[config.mk]
export PLATFORM = sky130hd
export DESIGN_NAME = fpu_resp_buffer_flat
export DESIGN_NICKNAME = d
export VERILOG_FILES = /design/src/rtl/fpu_resp_buffer_if.sv /design/src/rtl/fpu_resp_buffer.sv /design/src/flat_wrapper.sv
export SDC_FILE = /design/constraint.sdc
export NUM_CORES = 1
export LEC_CHECK = 0
export ABC_AREA = 1
export CAP_MARGIN = 0
export CORE_ASPECT_RATIO = 0.7
export CORE_MARGIN = 5
export CORE_UTILIZATION = 30
export CTS_BUF_LIST = sky130_fd_sc_hd__clkbuf_16
export CTS_CLUSTER_DIAMETER = 150
export DETAILED_ROUTE_END_ITERATION = 7
export PLACE_DENSITY_LB_ADDON = 0.08
export SLEW_MARGIN = 20
export SYNTH_ARGS = -nofsm -noshare
export SYNTH_HDL_FRONTEND = slang
export SYNTH_SLANG_ARGS = --single-unit
export TNS_END_PERCENT = 10
[constraint.sdc]
create_clock -name clk -period 4.8 [get_ports clk]
set_clock_uncertainty 0.05 [all_clocks]
set_input_delay 0.96 -clock clk [delete_from_list [all_inputs] [get_ports clk]]
set_output_delay 0.96 -clock clk [all_outputs]
set_load 0.02 [all_outputs]
[src/rtl/fpu_resp_buffer_if.sv]
`default_nettype none
// ============================================================================
// Module      : fpu_resp_buffer_if
// Description : Response-path bundle between the FPU response tree / request
//               arbiter (master side) and fpu_resp_buffer (slave side).
//               Signals keep the direction suffixes as seen from the buffer.
// Ports       : data_r_valid_i/rdata_i/flag_i  tree response (no back-pressure)
//               issue_i                         request granted, reserves a slot
//               credit_avail_o                  a slot is free for a new issue
//               data_r_valid_o/rdata_o/flag_o   buffered head response
//               data_r_ready_i                  core accepts head response
//               err_o                           sticky protocol-violation flag
// Revision    : 1.0 - initial release
// ============================================================================
interface fpu_resp_buffer_if #(
  parameter int DATA_WIDTH = 32,
  parameter int FLAG_WIDTH = 8
);
  logic                  data_r_valid_i;
  logic [DATA_WIDTH-1:0] data_r_rdata_i;
  logic [FLAG_WIDTH-1:0] data_r_flag_i;
  logic                  issue_i;
  logic                  credit_avail_o;
  logic                  data_r_valid_o;
  logic [DATA_WIDTH-1:0] data_r_rdata_o;
  logic [FLAG_WIDTH-1:0] data_r_flag_o;
  logic                  data_r_ready_i;
  logic                  err_o;

  // Buffer side
  modport slave (
    input  data_r_valid_i, data_r_rdata_i, data_r_flag_i, issue_i, data_r_ready_i,
    output credit_avail_o, data_r_valid_o, data_r_rdata_o, data_r_flag_o, err_o
  );

  // Tree / core side
  modport master (
    output data_r_valid_i, data_r_rdata_i, data_r_flag_i, issue_i, data_r_ready_i,
    input  credit_avail_o, data_r_valid_o, data_r_rdata_o, data_r_flag_o, err_o
  );
endinterface
`default_nettype wire

[src/rtl/fpu_resp_buffer.sv]
`default_nettype none
// ============================================================================
// Module      : fpu_resp_buffer
// Description : Credit-managed FIFO between the non-stallable FPU response
//               tree and the core response port. Every response is stored and
//               released under valid/ready. An outstanding counter (reserved
//               in-flight ops plus stored entries) gates new issues so a slot
//               is always available. Violations set a sticky error.
// Ports       : clk    clock
//               rst_n  asynchronous active-low reset
//               bus    fpu_resp_buffer_if.slave (see interface header)
// Parameters  : DATA_WIDTH result width, FLAG_WIDTH flag width,
//               DEPTH entries (power of two, >= 2)
// Revision    : 1.0 - initial release
// ============================================================================
module fpu_resp_buffer #(
  parameter int DATA_WIDTH = 32,
  parameter int FLAG_WIDTH = 8,
  parameter int DEPTH      = 4
) (
  input  wire logic        clk,
  input  wire logic        rst_n,
  fpu_resp_buffer_if.slave bus
);

  localparam int C_PTR_W   = $clog2(DEPTH);
  localparam int C_CNT_W   = $clog2(DEPTH + 1);
  localparam int C_ENTRY_W = DATA_WIDTH + FLAG_WIDTH;
  localparam logic [C_CNT_W-1:0] C_DEPTH = C_CNT_W'(DEPTH);
  localparam logic [C_CNT_W-1:0] C_ONE   = C_CNT_W'(1);
  localparam logic [C_CNT_W-1:0] C_ZERO  = '0;

  // Storage and bookkeeping registers
  logic [C_ENTRY_W-1:0] r_mem [DEPTH];
  logic [C_PTR_W-1:0]   r_wr_ptr;
  logic [C_PTR_W-1:0]   r_rd_ptr;
  logic [C_CNT_W-1:0]   r_count;
  logic [C_CNT_W-1:0]   r_out_cnt;
  logic                 r_err;

  logic                 w_full;
  logic                 w_credit;
  logic                 w_valid;
  logic                 w_pop;
  logic                 w_push;
  logic                 w_issue_ok;
  logic                 w_issue_err;
  logic                 w_drop;
  logic                 w_unreserved;
  logic                 w_out_dec;
  logic [C_CNT_W-1:0]   w_count_nxt;
  logic [C_CNT_W-1:0]   w_out_nxt;
  logic [C_ENTRY_W-1:0] w_head;

  assign w_full   = (r_count == C_DEPTH);
  assign w_credit = (r_out_cnt < C_DEPTH);
  assign w_valid  = (r_count != C_ZERO);
  assign w_pop    = w_valid && bus.data_r_ready_i;

  // A pop frees a slot in the same cycle, so a full buffer still accepts
  // a push (and an issue) when the head leaves.
  assign w_push      = bus.data_r_valid_i && (!w_full || w_pop);
  assign w_drop      = bus.data_r_valid_i && w_full && !w_pop;
  assign w_issue_ok  = bus.issue_i && (w_credit || w_pop);
  assign w_issue_err = bus.issue_i && !w_credit && !w_pop;

  // out_cnt == count means every counted op is already stored, i.e. no
  // reservation is in flight. An issue accepted in the same cycle is treated
  // as the reservation backing this push.
  assign w_unreserved = bus.data_r_valid_i && (r_out_cnt == r_count) && !w_issue_ok;

  // Saturating decrement: an unreserved (erroneous) entry was never counted,
  // so its pop must not wrap the counter below zero.
  assign w_out_dec = w_pop && (r_out_cnt != C_ZERO);

  always_comb begin
    w_count_nxt = r_count;
    if (w_push && !w_pop) begin
      w_count_nxt = r_count + C_ONE;
    end else if (w_pop && !w_push) begin
      w_count_nxt = r_count - C_ONE;
    end
  end

  always_comb begin
    w_out_nxt = r_out_cnt;
    if (w_issue_ok && !w_out_dec) begin
      w_out_nxt = r_out_cnt + C_ONE;
    end else if (w_out_dec && !w_issue_ok) begin
      w_out_nxt = r_out_cnt - C_ONE;
    end
  end

  always_ff @(posedge clk or negedge rst_n) begin
    if (!rst_n) begin
      r_wr_ptr  <= '0;
      r_rd_ptr  <= '0;
      r_count   <= '0;
      r_out_cnt <= '0;
      r_err     <= 1'b0;
    end else begin
      if (w_push) begin
        // DEPTH is a power of two, so the natural pointer overflow wraps
        r_wr_ptr <= r_wr_ptr + C_PTR_W'(1);
      end
      if (w_pop) begin
        r_rd_ptr <= r_rd_ptr + C_PTR_W'(1);
      end
      r_count   <= w_count_nxt;
      r_out_cnt <= w_out_nxt;
      r_err     <= r_err || w_issue_err || w_drop || w_unreserved;
    end
  end

  // Data array carries no reset; validity is tracked by r_count alone.
  always_ff @(posedge clk) begin
    if (w_push) begin
      r_mem[r_wr_ptr] <= {bus.data_r_rdata_i, bus.data_r_flag_i};
    end
  end

  // Outputs come from registers only; head is gated to zero when empty.
  assign w_head             = w_valid ? r_mem[r_rd_ptr] : '0;
  assign bus.data_r_valid_o = w_valid;
  assign bus.data_r_rdata_o = w_head[C_ENTRY_W-1:FLAG_WIDTH];
  assign bus.data_r_flag_o  = w_head[FLAG_WIDTH-1:0];
  assign bus.credit_avail_o = w_credit;
  assign bus.err_o          = r_err;

endmodule
`default_nettype wire

[src/flat_wrapper.sv]
// flat-port wrapper written by rule: the top's interface ports become plain ports
module fpu_resp_buffer_flat 
#(
  parameter int DATA_WIDTH = 32,
  parameter int FLAG_WIDTH = 8,
  parameter int DEPTH      = 4
)
  (clk, rst_n, bus_data_r_valid_i, bus_data_r_rdata_i, bus_data_r_flag_i, bus_issue_i, bus_data_r_ready_i, bus_credit_avail_o, bus_data_r_valid_o, bus_data_r_rdata_o, bus_data_r_flag_o, bus_err_o);
  fpu_resp_buffer_if #(.DATA_WIDTH(DATA_WIDTH), .FLAG_WIDTH(FLAG_WIDTH)) bus_i ();
  input  wire logic clk;
  input  wire logic rst_n;
  input wire logic [$bits(bus_i.data_r_valid_i)-1:0] bus_data_r_valid_i;
  input wire logic [$bits(bus_i.data_r_rdata_i)-1:0] bus_data_r_rdata_i;
  input wire logic [$bits(bus_i.data_r_flag_i)-1:0] bus_data_r_flag_i;
  input wire logic [$bits(bus_i.issue_i)-1:0] bus_issue_i;
  input wire logic [$bits(bus_i.data_r_ready_i)-1:0] bus_data_r_ready_i;
  output wire logic [$bits(bus_i.credit_avail_o)-1:0] bus_credit_avail_o;
  output wire logic [$bits(bus_i.data_r_valid_o)-1:0] bus_data_r_valid_o;
  output wire logic [$bits(bus_i.data_r_rdata_o)-1:0] bus_data_r_rdata_o;
  output wire logic [$bits(bus_i.data_r_flag_o)-1:0] bus_data_r_flag_o;
  output wire logic [$bits(bus_i.err_o)-1:0] bus_err_o;
  assign bus_i.data_r_valid_i = bus_data_r_valid_i;
  assign bus_i.data_r_rdata_i = bus_data_r_rdata_i;
  assign bus_i.data_r_flag_i = bus_data_r_flag_i;
  assign bus_i.issue_i = bus_issue_i;
  assign bus_i.data_r_ready_i = bus_data_r_ready_i;
  assign bus_credit_avail_o = bus_i.credit_avail_o;
  assign bus_data_r_valid_o = bus_i.data_r_valid_o;
  assign bus_data_r_rdata_o = bus_i.data_r_rdata_o;
  assign bus_data_r_flag_o = bus_i.data_r_flag_o;
  assign bus_err_o = bus_i.err_o;
  fpu_resp_buffer #(.DATA_WIDTH(DATA_WIDTH), .FLAG_WIDTH(FLAG_WIDTH), .DEPTH(DEPTH)) u_core (.clk(clk), .rst_n(rst_n), .bus(bus_i));
endmodule
Yosys cells after proc, flatten, opt, wreduce, memory -nomap -nowiden
Memories as Yosys holds them, arrays and structs flattened. Index checks and enable logic that the tools add are counted.

Bits in registers: 11. Bits in writable memories: 160. Bits of input ports: 45. Output and inout bits: 43. Logic and storage cells: 51. Memories kept: 1.

Memories: u_core.r_mem (depth 4, width 40, read ports 1, clocked after memory_dff 0, wr ports 1, line fpu_resp_buffer.sv:34) `logic [C_ENTRY_W-1:0] r_mem [DEPTH];`.

Add/subtract/negate cells: 6. $lt $le $gt $ge: 1. Equal/unequal tests: 2. Mux-type cells: 7. Reductions and logical operators: 29.

Operators by type and width (count): 40-bit two-way mux (1); 1-bit logical AND (14); 3-bit two-way mux (4); 3-bit by 1-bit adder with 3-bit output, second input constant (2); 1-bit logical NOT (6); 3-bit nonzero test (2); 3-bit by 1-bit subtractor with 3-bit output, second input constant (2); 1-bit logical OR (5); 2-bit by 1-bit adder with 2-bit output, second input constant (2); 2-bit nonzero test (2); 3-bit equality test (1); 3-bit equality test, second input constant (1); 3-bit less-than comparator, second input constant (1); 1-bit two-way mux (2).

Longest topological paths before layout
Gate-level depths: netlist of the first run.

Depth in word-level cells: 8. Mapped depth: 13. Depth with buffers taken out: 13.

Least setup slack after synthesis of the first run
Ideal clock, no wire load.

Path type: input -> register. Start point: input port bus_data_r_ready_i. End point: memory u_core.r_mem[0][0] (netlist name) (enable). Setup time: 437 ps. Arrival: 2843 ps. Data required time: 4313 ps. Setup slack: 1469 ps. Stages: 4. Path buffers: 0. Cell sequence: nor2_1 -> nand2_1 -> nand2_2 -> nor2_1.

Cells in the longest elaborated chain, start to end: 5.

Ends and longest elaborated chain: start, declared (line flat_wrapper.sv:16) `input wire logic [$bits(bus_i.data_r_ready_i)-1:0] bus_data_r_ready_i;`; 1-bit logical AND (line fpu_resp_buffer.sv:58) `assign w_pop = w_valid && bus.data_r_ready_i;`; 1-bit logical OR (line fpu_resp_buffer.sv:62) `assign w_push = bus.data_r_valid_i && (!w_full || w_pop);`; 1-bit logical AND (line fpu_resp_buffer.sv:62); 1-bit two-way mux (line fpu_resp_buffer.sv:117) `if (w_push) begin`; 1-bit two-way mux (not written as such) (line fpu_resp_buffer.sv:118) `r_mem[r_wr_ptr] <= {bus.data_r_rdata_i, bus.data_r_flag_i};`; end, declared (line fpu_resp_buffer.sv:34).

Every way passes these cells.

Final worst setup path of the first run
Start point: register u_core.r_rd_ptr[0]. End point: output port bus_data_r_rdata_o[28].

Cells in the longest elaborated chain, start to end: 2.

Ends and longest elaborated chain: start, declared (line fpu_resp_buffer.sv:36) `logic [C_PTR_W-1:0] r_rd_ptr;`; start signal, assigned (line fpu_resp_buffer.sv:107) `r_rd_ptr <= r_rd_ptr + C_PTR_W'(1);`; memory 4 x 40 bit; 40-bit two-way mux (line fpu_resp_buffer.sv:123) `assign w_head = w_valid ? r_mem[r_rd_ptr] : '0;`; end, declared (line flat_wrapper.sv:19) `output wire logic [$bits(bus_i.data_r_rdata_o)-1:0] bus_data_r_rdata_o;`.

Every way passes these cells.

==> run summary, run 1 <==
Outcome -> completed
Crit path launch type -> flop
Die area -> 0.0263 mm^2
Max-slew headroom -> 0.355
Clk buf depth -> 2
CTS sink cnt -> 171
Share of cells above drive strength 1 -> 0.0722
Synth Net Count -> 621
PwrDens -> 685 mW/mm^2
Mean post-synth cell area -> 12.2 um^2
Arr. time, crit path -> 3.11 ns
Top FF cell, synth -> edfxtp_1
Worst Path Required -> 3.79 ns
Seq cells post-synth -> 171
Element type at the critical path end -> primary output
Clk slew on worst S/H paths -> 0.07 ns
CTS Buf Count -> 17
Clock root buffer -> clkbuf_16
Final Hold Fails -> 0
Grt ovf -> 0
Top delay family on crit path -> buffers and inverters
Setup TNS -> 0 ns
Synth top area share -> 0.694
DRC viols -> 0
Routability Congestion -> 0.742
Min Tclk post-route -> 4.12 ns
Fill cells -> 2,204
Global-route wire length before repair -> 25.9 mm
Core area -> 0.0227 mm^2
Routed via count -> 4,332
Cells after DPL -> 945
Die W -> 192 um
Setup violators final -> 0
Nets@finish -> 705
WL/cell -> 17.1 um
CTS tree -> yes
Post-synth EDFFs -> 160
# IOs -> 88
Final ANT Viol Nets -> 0
Drt pass-1 iters -> 5
Critical path type -> flop to primary output
Crit-path cells -> inv_2 > buf_4 > o21ai_0 > a21oi_1 > clkdlybuf4s50_1
Crit path buf inv count -> 3
Crit path largest cell delay -> 0.67 ns
Post-DP HPWL -> 9.58 mm
Vias in the first global route -> 4,315
Worst-path fanout max -> 36
Min-delay worst type -> flop to flop
Commonest cells post-synth -> nor2_1, edfxtp_1, o21ai_0, a21oi_1
Initial Utilization -> 0.306
GR Util All Layers -> 0.133
Port bufs -> 87
Hold Buf Count CTS -> 0
Max-cap viol count -> 0
Clock latency on the worst-skew pair -> 0.43 ns
Cell accounting for the most synthesized area -> edfxtp_1
Top cells by area, synth -> edfxtp_1, nor2_1, o21ai_0, dfrtp_1, a21oi_1
Standard-cell row count -> 46
Max Freq -> 0.243 GHz
H-Tree Depth -> 4
Final WL -> 16.7 mm
Least-Margin Pin Slew -> 0.966 ns
Synthesized instance count -> 568
Pleak -> 0.00298 uW
Setup ws final -> 0.679 ns
Worst slack, placed -> 1.12 ns
Post-Layout Cell Count -> 977
Number of vias per cell -> 4.43
Critical Path Slowest Stage Cell -> clkdlybuf4s50_1
Yosys cell types -> 22
Total inserted antenna cells -> 0
FFs w/ async S/R, synth -> 0.0643
Crit share post-route -> 0.859
CTS resizes -> 0
RSZ-0062 raised after global routing -> no
Synth Warn # -> 0
Worst reg-to-reg setup slack -> 2.59 ns
Max VDD drop -> 279 uV
Area Overhead vs Synth -> 25.0%
Initial DRC count -> 262
Die height -> 137 um
Sequential-to-total area share from yosys stat -> 0.733
Post-CTS setup buffers -> 0
Max-slew violations -> 0
Most common cell in the netlist -> nor2_1
Antenna violations before repair -> 0
Largest net degree at the start of global routing -> 53
Mapped Area -> 0.00693 mm^2
-- sequential cells by signal (all words and copies together) (netlist names) --
name,flops
u_core.r_mem,160
u_core.r_count,3
u_core.r_out_cnt,3
u_core.r_rd_ptr,2
u_core.r_wr_ptr,2
u_core.bus.err_o,1
-- final timing paths --
path | from | to | depth (start not counted)
max in group asynchronous | rst_n | u_core.r_rd_ptr[0]$_DFFE_PN0P_ | 1
worst min-delay path | u_core.bus.err_o$_DFF_PN0_ | u_core.bus.err_o$_DFF_PN0_ | 4
worst max register to register | u_core.r_count[2]$_DFFE_PN0P_ | u_core.r_mem[3][11]$_DFFE_PP_ | 6
worst min register to register | u_core.bus.err_o$_DFF_PN0_ | u_core.bus.err_o$_DFF_PN0_ | 4
worst max-delay path | u_core.r_rd_ptr[0]$_DFFE_PN0P_ | bus_data_r_rdata_o[28] | 5
min in group asynchronous | rst_n | u_core.r_out_cnt[1]$_DFFE_PN0P_ | 1
-- kinds of logic after synthesis --
logic type / after synthesis / share of synthesized area
adders and majority gates: 8 / 0.0166
xor gates and xnor gates: 5 / 0.00632
and+or+nand+nor: 201 / 0.111
DFF: 171 / 0.733
AOI/OAI and AO/OA: 127 / 0.0921
buffers and inverters: 56 / 0.0406
-- placed cells by master, fill, tap and decap left out, types with 6 or more instances in the layout --
cell | Yosys | routed
ha_1 | 6 | 6
clkdlybuf4s50_1 | 0 | 87
o21ai_1 | 17 | 17
inv_1 | 23 | 26
nand2_1 | 23 | 23
a21oi_1 | 42 | 42
o21ai_0 | 67 | 67
dfrtp_1 | 11 | 9
buf_4 | 7 | 8
clkbuf_16 | 0 | 17
edfxtp_1 | 160 | 160
nor2_1 | 170 | 166
-- layout make-up --
type,count,area [um^2],share of cell area
Clock buffer,17,425,0.0491
Clock inverter,15,135,0.0156
Inverter,26,97.6,0.0113
Multi-Input combinational cell,341,1600,0.184
Sequential cell,171,5080,0.587
Tap cell,312,390,0.0451
Timing Repair Buffer,95,931,0.108
-- power by group --
part	switching [uW]	leakage (uW)	internal [uW]	total, uW
Clock	552	0.000282	756	1310
Combinational	1570	0.00111	949	2520
Sequential	133	0.00159	1970	2100
Total	2260	0.00298	3670	5930
-- worst reg2reg max path: cells and delay by family, from the launching register on --
kind / cells / cell delay [ns]
buffers and inverters: 2 / 0.65
flip-flops: 1 / 0.38
AND/OR/NAND/NOR: 4 / 0.74
-- stage by stage --
step / utilization / hold WS [ns] / total power (uW) / cell area [um^2]
floorplan: - / 0.488 / 3640 / 6930
global placement: 0.357 / 0.490 / 4700 / 8100
detailed placement: 0.357 / 0.498 / 4700 / 8100
CTS: 0.382 / 0.525 / 6030 / 8660
global route: 0.382 / 0.580 / 6330 / 8660
finish: 0.382 / 0.532 / 5930 / 8660
-- metal layers --
layer	track usage	share of wire	vias to the layer above
met5	0	0	-
met4	0.0359	0.0068	0
met3	0.0418	0.059	10
met2	0.198	0.44	95
met1	0.188	0.50	2092
li1	-	-	2135
No activity file was read; power rests on OpenSTA's default activity.
==> run 2: changes to the inputs <==
--- a/config.mk
+++ b/config.mk
@@ -7,6 +7,8 @@
 export LEC_CHECK = 0
 export ABC_AREA = 1
 export CAP_MARGIN = 0
+export CELL_PAD_IN_SITES_DETAIL_PLACEMENT = 2
+export CELL_PAD_IN_SITES_GLOBAL_PLACEMENT = 2
 export CORE_ASPECT_RATIO = 0.7
 export CORE_MARGIN = 5
 export CORE_UTILIZATION = 30
==> run summary, run 2 (synthesis results as in run 1) <==
Final Hold Fails -> 0 (unchanged)
CTS tree -> yes (unchanged)
Pleak -> 0.00302 uW (was 0.00298 uW)
Sequential power share -> 0.341 (was 0.354)
Number of flip-flops in the largest register -> 160 (unchanged)
Max VDD drop -> 253 uV (was 279 uV)
Share of cells above drive strength 1 -> 0.0780 (was 0.0722)
Post-Layout Cell Count -> 979 (was 977)
Clock latency on the worst-skew pair -> 0.42 ns (was 0.43 ns)
# IOs -> 88 (unchanged)
Crit share post-route -> 0.837 (was 0.859)
Clock share of power -> 0.237 (was 0.221)
Arr. time, crit path -> 3.01 ns (was 3.11 ns)
Overall power -> 6150 uW (was 5930 uW)
Drt pass-1 iters -> 4 (was 5)
Max-cap viol count -> 0 (unchanged)
H-Tree Depth -> 4 (unchanged)
Outcome -> completed (unchanged)
Clock root buffer -> clkbuf_16 (unchanged)
Crit path launch type -> flop (unchanged)
Biggest regs -> u_core.r_mem: 160 flops, u_core.r_count: 3 flops, u_core.r_out_cnt: 3 flops (unchanged)
Min Tclk post-route -> 4.02 ns (was 4.12 ns)
Least-Margin Pin Slew -> 0.909 ns (was 0.966 ns)
Global-route wire length before repair -> 29.4 mm (was 25.9 mm)
Die height -> 137 um (unchanged)
Grt ovf -> 0 (unchanged)
Routed via count -> 4,516 (was 4,332)
Die area -> 0.0263 mm^2 (unchanged)
Most common cell after layout, fill and taps aside -> nor2_1 (unchanged)
Max Freq -> 0.249 GHz (was 0.243 GHz)
Cell Int Power -> 3810 uW (was 3670 uW)
Max-slew headroom -> 0.393 (was 0.355)
Max-slew violations -> 0 (unchanged)
CTS Buf Count -> 17 (unchanged)
GR Util All Layers -> 0.150 (was 0.133)
Sw power -> 2340 uW (was 2260 uW)
PwrDens -> 703 mW/mm^2 (was 685 mW/mm^2)
Final WL -> 19.0 mm (was 16.7 mm)
Element type at the critical path end -> primary output (unchanged)
Highest-count cells in the layout ignoring fill and taps -> nor2_1, edfxtp_1, clkdlybuf4s50_1 (unchanged)
Post-CTS setup buffers -> 0 (unchanged)
Final ANT Viol Nets -> 0 (unchanged)
Total inserted antenna cells -> 0 (unchanged)
CTS resizes -> 0 (unchanged)
Die W -> 192 um (unchanged)
Standard-cell row count -> 46 (unchanged)
Reg with most FFs -> u_core.r_mem (unchanged)
Initial DRC count -> 131 (was 262)
WL/cell -> 19.4 um (was 17.1 um)
Min-delay worst type -> flop to flop (unchanged)
Largest net degree at the start of global routing -> 65 (was 53)
Clk buf depth -> 2 (unchanged)
Antenna violations before repair -> 0 (unchanged)
Core area -> 0.0227 mm^2 (unchanged)
Worst-path fanout max -> 63 (was 36)
Setup violators final -> 0 (unchanged)
Nets@finish -> 707 (was 705)
Initial Utilization -> 0.306 (unchanged)
Logic pwr share -> 0.423 (was 0.425)
Cells after DPL -> 947 (was 945)
RSZ-0062 raised after global routing -> no (unchanged)
Sw Share -> 0.381 (was 0.380)
Clk slew on worst S/H paths -> 0.07 ns (about the same)
Routability Congestion -> 0.696 (was 0.742)
Area Overhead vs Synth -> 26.3% (was 25.0%)
Fill cells -> 2,366 (was 2,204)
Hold Buf Count CTS -> 0 (unchanged)
Vias in the first global route -> 5,131 (was 4,315)
Util after Layout -> 0.386 (was 0.382)
Port bufs -> 87 (unchanged)
Worst Path Required -> 3.79 ns (about the same)
Post-DP HPWL -> 11.7 mm (was 9.58 mm)
Setup TNS -> 0 ns (unchanged)
Critical path type -> flop to primary output (unchanged)
Number of vias per cell -> 4.61 (was 4.43)
CTS sink cnt -> 171 (unchanged)
DRC viols -> 0 (unchanged)
-- run 2: power by group through the flow --
stage | logic [uW] | clock network (uW) | registers [uW]
floorplan | 1560 | 0 | 2080
global placement | 2610 | 0 | 2120
detailed placement | 2680 | 0 | 2130
CTS | 2700 | 1500 | 2100
global route | 2870 | 1570 | 2130
finish | 2600 | 1460 | 2090
-- run 2: layout make-up --
type	count	area, um^2	area share
clock buffers	17	425	0.0486
multi-input cells	341	1600	0.182
clock inverters	15	198	0.0226
inverters	26	97.6	0.0112
flip-flops and latches	171	5080	0.581
well taps	312	390	0.0446
repair buffers	97	958	0.110
-- run 2: metal layers --
layer | GRT usage | vias to the layer above | share of wire
met2 | 0.251 | 70 | 0.48
met1 | 0.197 | 2298 | 0.46
met5 | 0 | - | 0
met4 | 0.0387 | 0 | 0.0090
met3 | 0.0339 | 14 | 0.043
li1 | - | 2134 | -
-- run 2: through the flow --
step / area (um^2) / setup WS (ns) / hold WS (ns)
after floorplan: 6930 / 1.47 / 0.488
after global placement: 8130 / 1.24 / 0.504
after detailed placement: 8130 / 1.13 / 0.558
after CTS: 8750 / 0.659 / 0.580
after global routing: 8750 / 0.509 / 0.597
final: 8750 / 0.783 / 0.556
-- run 2: path summary, 6_finish.rpt --
path | end | slack (ns) | cells past startpoint | start
max | bus_data_r_flag_o[1] | 0.78 | 6 | u_core.r_rd_ptr[0]$_DFFE_PN0P_
max reg2reg | u_core.r_mem[1][3]$_DFFE_PP_ | 2.52 | 6 | u_core.r_count[2]$_DFFE_PN0P_
min reg2reg | u_core.bus.err_o$_DFF_PN0_ | 0.56 | 4 | u_core.bus.err_o$_DFF_PN0_
max in group asynchronous | u_core.r_rd_ptr[1]$_DFFE_PN0P_ | 3.38 | 1 | rst_n
min in group asynchronous | u_core.r_wr_ptr[0]$_DFFE_PN0P_ | 0.87 | 1 | rst_n
min | u_core.bus.err_o$_DFF_PN0_ | 0.56 | 4 | u_core.bus.err_o$_DFF_PN0_
-- run 2: worst max-delay path: stages (launching register included) --
cell,delay (ns)
dfrtp_2,0.59
buf_4,0.63
nor2_1,0.12
nor2_1,0.11
o21ai_0,0.09
a21oi_1,0.31
clkdlybuf4s50_1,0.68
==> run 3: changes to the inputs <==
==> constraint.sdc (replaced) <==
create_clock -name clk -period 3.5 [get_ports clk]
set_clock_uncertainty 0.05 [all_clocks]
set_input_delay 0.7 -clock clk [delete_from_list [all_inputs] [get_ports clk]]
set_output_delay 0.7 -clock clk [all_outputs]
set_load 0.02 [all_outputs]
==> run summary, run 3 (synthesis results as in run 1) <==
Outcome -> completed (unchanged)
CTS tree -> yes (unchanged)
Die W -> 192 um (unchanged)
Min-delay worst type -> flop to flop (unchanged)
Worst-path fanout max -> 39 (was 63)
Standard-cell row count -> 46 (unchanged)
Final ANT Viol Nets -> 0 (unchanged)
Critical path type -> flop to primary output (unchanged)
Area Overhead vs Synth -> 26.9% (was 26.3%)
Final Hold Fails -> 0 (unchanged)
Arr. time, crit path -> 2.54 ns (was 3.01 ns)
Max Freq -> 0.304 GHz
Worst reg-to-reg setup slack -> 1.26 ns (was 2.52 ns)
Critical Path Start -> u_core.r_rd_ptr[0]$_DFFE_PN0P_ (unchanged)
Reg with most FFs -> u_core.r_mem (unchanged)
Share of cells above drive strength 1 -> 0.0904 (was 0.0780)
Worst Path Required -> 2.75 ns (was 3.79 ns)
Most frequent CP cell -> nor2_1 (unchanged)
Least-Margin Pin Slew -> 0.653 ns (was 0.909 ns)
Clock share of power -> 0.217 (was 0.237)
Number of flip-flops in the largest register -> 160 (unchanged)
Crit path to -> bus_data_r_rdata_o[7] (was bus_data_r_flag_o[1])
Core area -> 0.0227 mm^2 (unchanged)
Final WL -> 19.0 mm (about the same)
Pleak -> 0.00305 uW (was 0.00302 uW)
Initial DRC count -> 164 (was 131)
Port bufs -> 87 (unchanged)
Max-cap viol count -> 0 (unchanged)
Global-route wire length before repair -> 29.5 mm (was 29.4 mm)
Cells after DPL -> 955 (was 947)
Antenna violations before repair -> 0 (unchanged)
H-Tree Depth -> 4 (unchanged)
Number of vias per cell -> 4.67 (was 4.61)
Setup violators final -> 0 (unchanged)
Clk buf depth -> 2 (unchanged)
Die area -> 0.0263 mm^2 (unchanged)
Fill cells -> 2,358 (was 2,366)
Clk slew on worst S/H paths -> 0.06 ns (was 0.07 ns)
Logic pwr share -> 0.439 (was 0.423)
WL/cell -> 19.2 um (was 19.4 um)
# IOs -> 88 (unchanged)
DP Area -> 0.00822 mm^2 (was 0.00813 mm^2)
RSZ-0062 raised after global routing -> no (unchanged)
Max-slew headroom -> 0.563 (was 0.393)
Total inserted antenna cells -> 0 (unchanged)
Element type at the critical path end -> primary output (unchanged)
CTS resizes -> 0 (unchanged)
Post-DP HPWL -> 12.0 mm (was 11.7 mm)
Max VDD drop -> 338 uV (was 253 uV)
Min Tclk post-route -> 3.29 ns
Routed via count -> 4,605 (was 4,516)
Fin Hold WS -> 0.525 ns (was 0.556 ns)
Post-Layout Cell Count -> 987 (was 979)
Crit share post-route -> 0.941
Sequential power share -> 0.344 (was 0.341)
Grt ovf -> 0 (unchanged)
Crit path launch type -> flop (unchanged)
Post-CTS setup buffers -> 0 (unchanged)
R2r endpoint -> u_core.r_out_cnt[2]$_DFFE_PN0P_ (was u_core.r_mem[1][3]$_DFFE_PP_)
Vias in the first global route -> 5,160 (was 5,131)
Reg2reg start -> u_core.r_count[0]$_DFFE_PN0P_ (was u_core.r_count[2]$_DFFE_PN0P_)
Crit path largest cell delay -> 0.66 ns (was 0.68 ns)
Clock root buffer -> clkbuf_16 (unchanged)
Largest net degree at the start of global routing -> 41 (was 65)
Sw power -> 3250 uW (was 2340 uW)
Critical Path Slowest Stage Cell -> clkdlybuf4s50_1 (unchanged)
Sw Share -> 0.389 (was 0.381)
Drt pass-1 iters -> 4 (unchanged)
Max-slew violations -> 0 (unchanged)
Routability Congestion -> 0.692 (was 0.696)
Setup TNS -> 0 ns (unchanged)
Clock latency on the worst-skew pair -> 0.42 ns (about the same)
Crit-path cells -> buf_6 > nor2_1 > nor2_1 > o21ai_0 > a21oi_1 > clkdlybuf4s50_1 (was buf_4 > nor2_1 > nor2_1 > o21ai_0 > a21oi_1 > clkdlybuf4s50_1)
DRC viols -> 0 (unchanged)
Die height -> 137 um (unchanged)
CTS sink cnt -> 171 (unchanged)
Initial Utilization -> 0.306 (unchanged)
PwrDens -> 951 mW/mm^2 (was 703 mW/mm^2)
Most common cell after layout, fill and taps aside -> nor2_1 (unchanged)
Hold Buf Count CTS -> 0 (unchanged)
CTS Buf Count -> 17 (unchanged)
Highest-count cells in the layout ignoring fill and taps -> nor2_1, edfxtp_1, clkdlybuf4s50_1 (unchanged)
FF-to-FF path depth -> 11 (was 6)
Cell Int Power -> 5110 uW (was 3810 uW)
Nets@finish -> 715 (was 707)
Design area -> 0.00879 mm^2 (was 0.00875 mm^2)
GR Util All Layers -> 0.149 (was 0.150)
Biggest regs -> u_core.r_mem: 160 flops, u_core.r_count: 3 flops, u_core.r_out_cnt: 3 flops (unchanged)
-- run 3: changes by cell type in the layout (fill, tap and decap cells not counted), moves of 3 or more --
cell and change:
clkinv_4 +3, bufinv_16 -3, buf_12 +3, buf_4 +4, inv_1 -3
-- run 3: layout make-up --
class                           instances  area, um^2  area share
Timing Repair Buffer                  105        1060       0.121
Clock buffer                           17         425      0.0484
Sequential cell                       171        5080       0.578
Multi-Input combinational cell        341        1600       0.182
Clock inverter                         15         136      0.0155
Tap cell                              312         390      0.0444
Inverter                               26        97.6      0.0111
-- run 3: per-layer routing --
metal,GRT usage,vias up,routed length [um],share of wire
met5,0,-,0,0
met3,0.0329,13,600,0.032
met4,0.0347,0,147,0.0078
met1,0.192,2373,8790,0.46
met2,0.259,61,9430,0.50
li1,-,2158,-,-
-- run 3: metrics by stage --
step           setup slack (ns)  total power, uW  utilization
2_1_floorplan             0.429             4990            -
3_3_place_gp              0.514             6590        0.363
3_5_place_dp              0.455             6700        0.363
4_1_cts                  0.0105             8560        0.387
5_1_grt                 0.00989             8920        0.388
6_report                  0.208             8360        0.388
-- run 3: worst max-delay path: cells and delay by family (launching register included) --
family          cells  cell delay [ns]
buf+inv             2             1.02
flops               1             0.55
compound gates      2             0.35
simple gates        2             0.20
-- run 3: power by group through the flow --
| stage | Clock (uW) | Sequential, uW | Combinational [uW] |
|---|---|---|---|
| after floorplan | 0 | 2860 | 2140 |
| after global placement | 0 | 2900 | 3690 |
| after detailed placement | 0 | 2930 | 3770 |
| after CTS | 1880 | 2880 | 3790 |
| after global routing | 1960 | 2920 | 4040 |
| final | 1810 | 2870 | 3670 |
-- run 3: how the worst min path moves through the flow --
stage                                      end                        from  depth (start not counted)  slack [ns]
CTS                 u_core.bus.err_o$_DFF_PN0_  u_core.bus.err_o$_DFF_PN0_                          4        0.53
detailed placement  u_core.bus.err_o$_DFF_PN0_  u_core.bus.err_o$_DFF_PN0_                          4        0.51
floorplan           u_core.bus.err_o$_DFF_PN0_                       rst_n                          0        0.35
global placement    u_core.bus.err_o$_DFF_PN0_  u_core.bus.err_o$_DFF_PN0_                          4        0.49
global route        u_core.bus.err_o$_DFF_PN0_  u_core.bus.err_o$_DFF_PN0_                          4        0.57
finish              u_core.bus.err_o$_DFF_PN0_  u_core.bus.err_o$_DFF_PN0_                          4        0.52
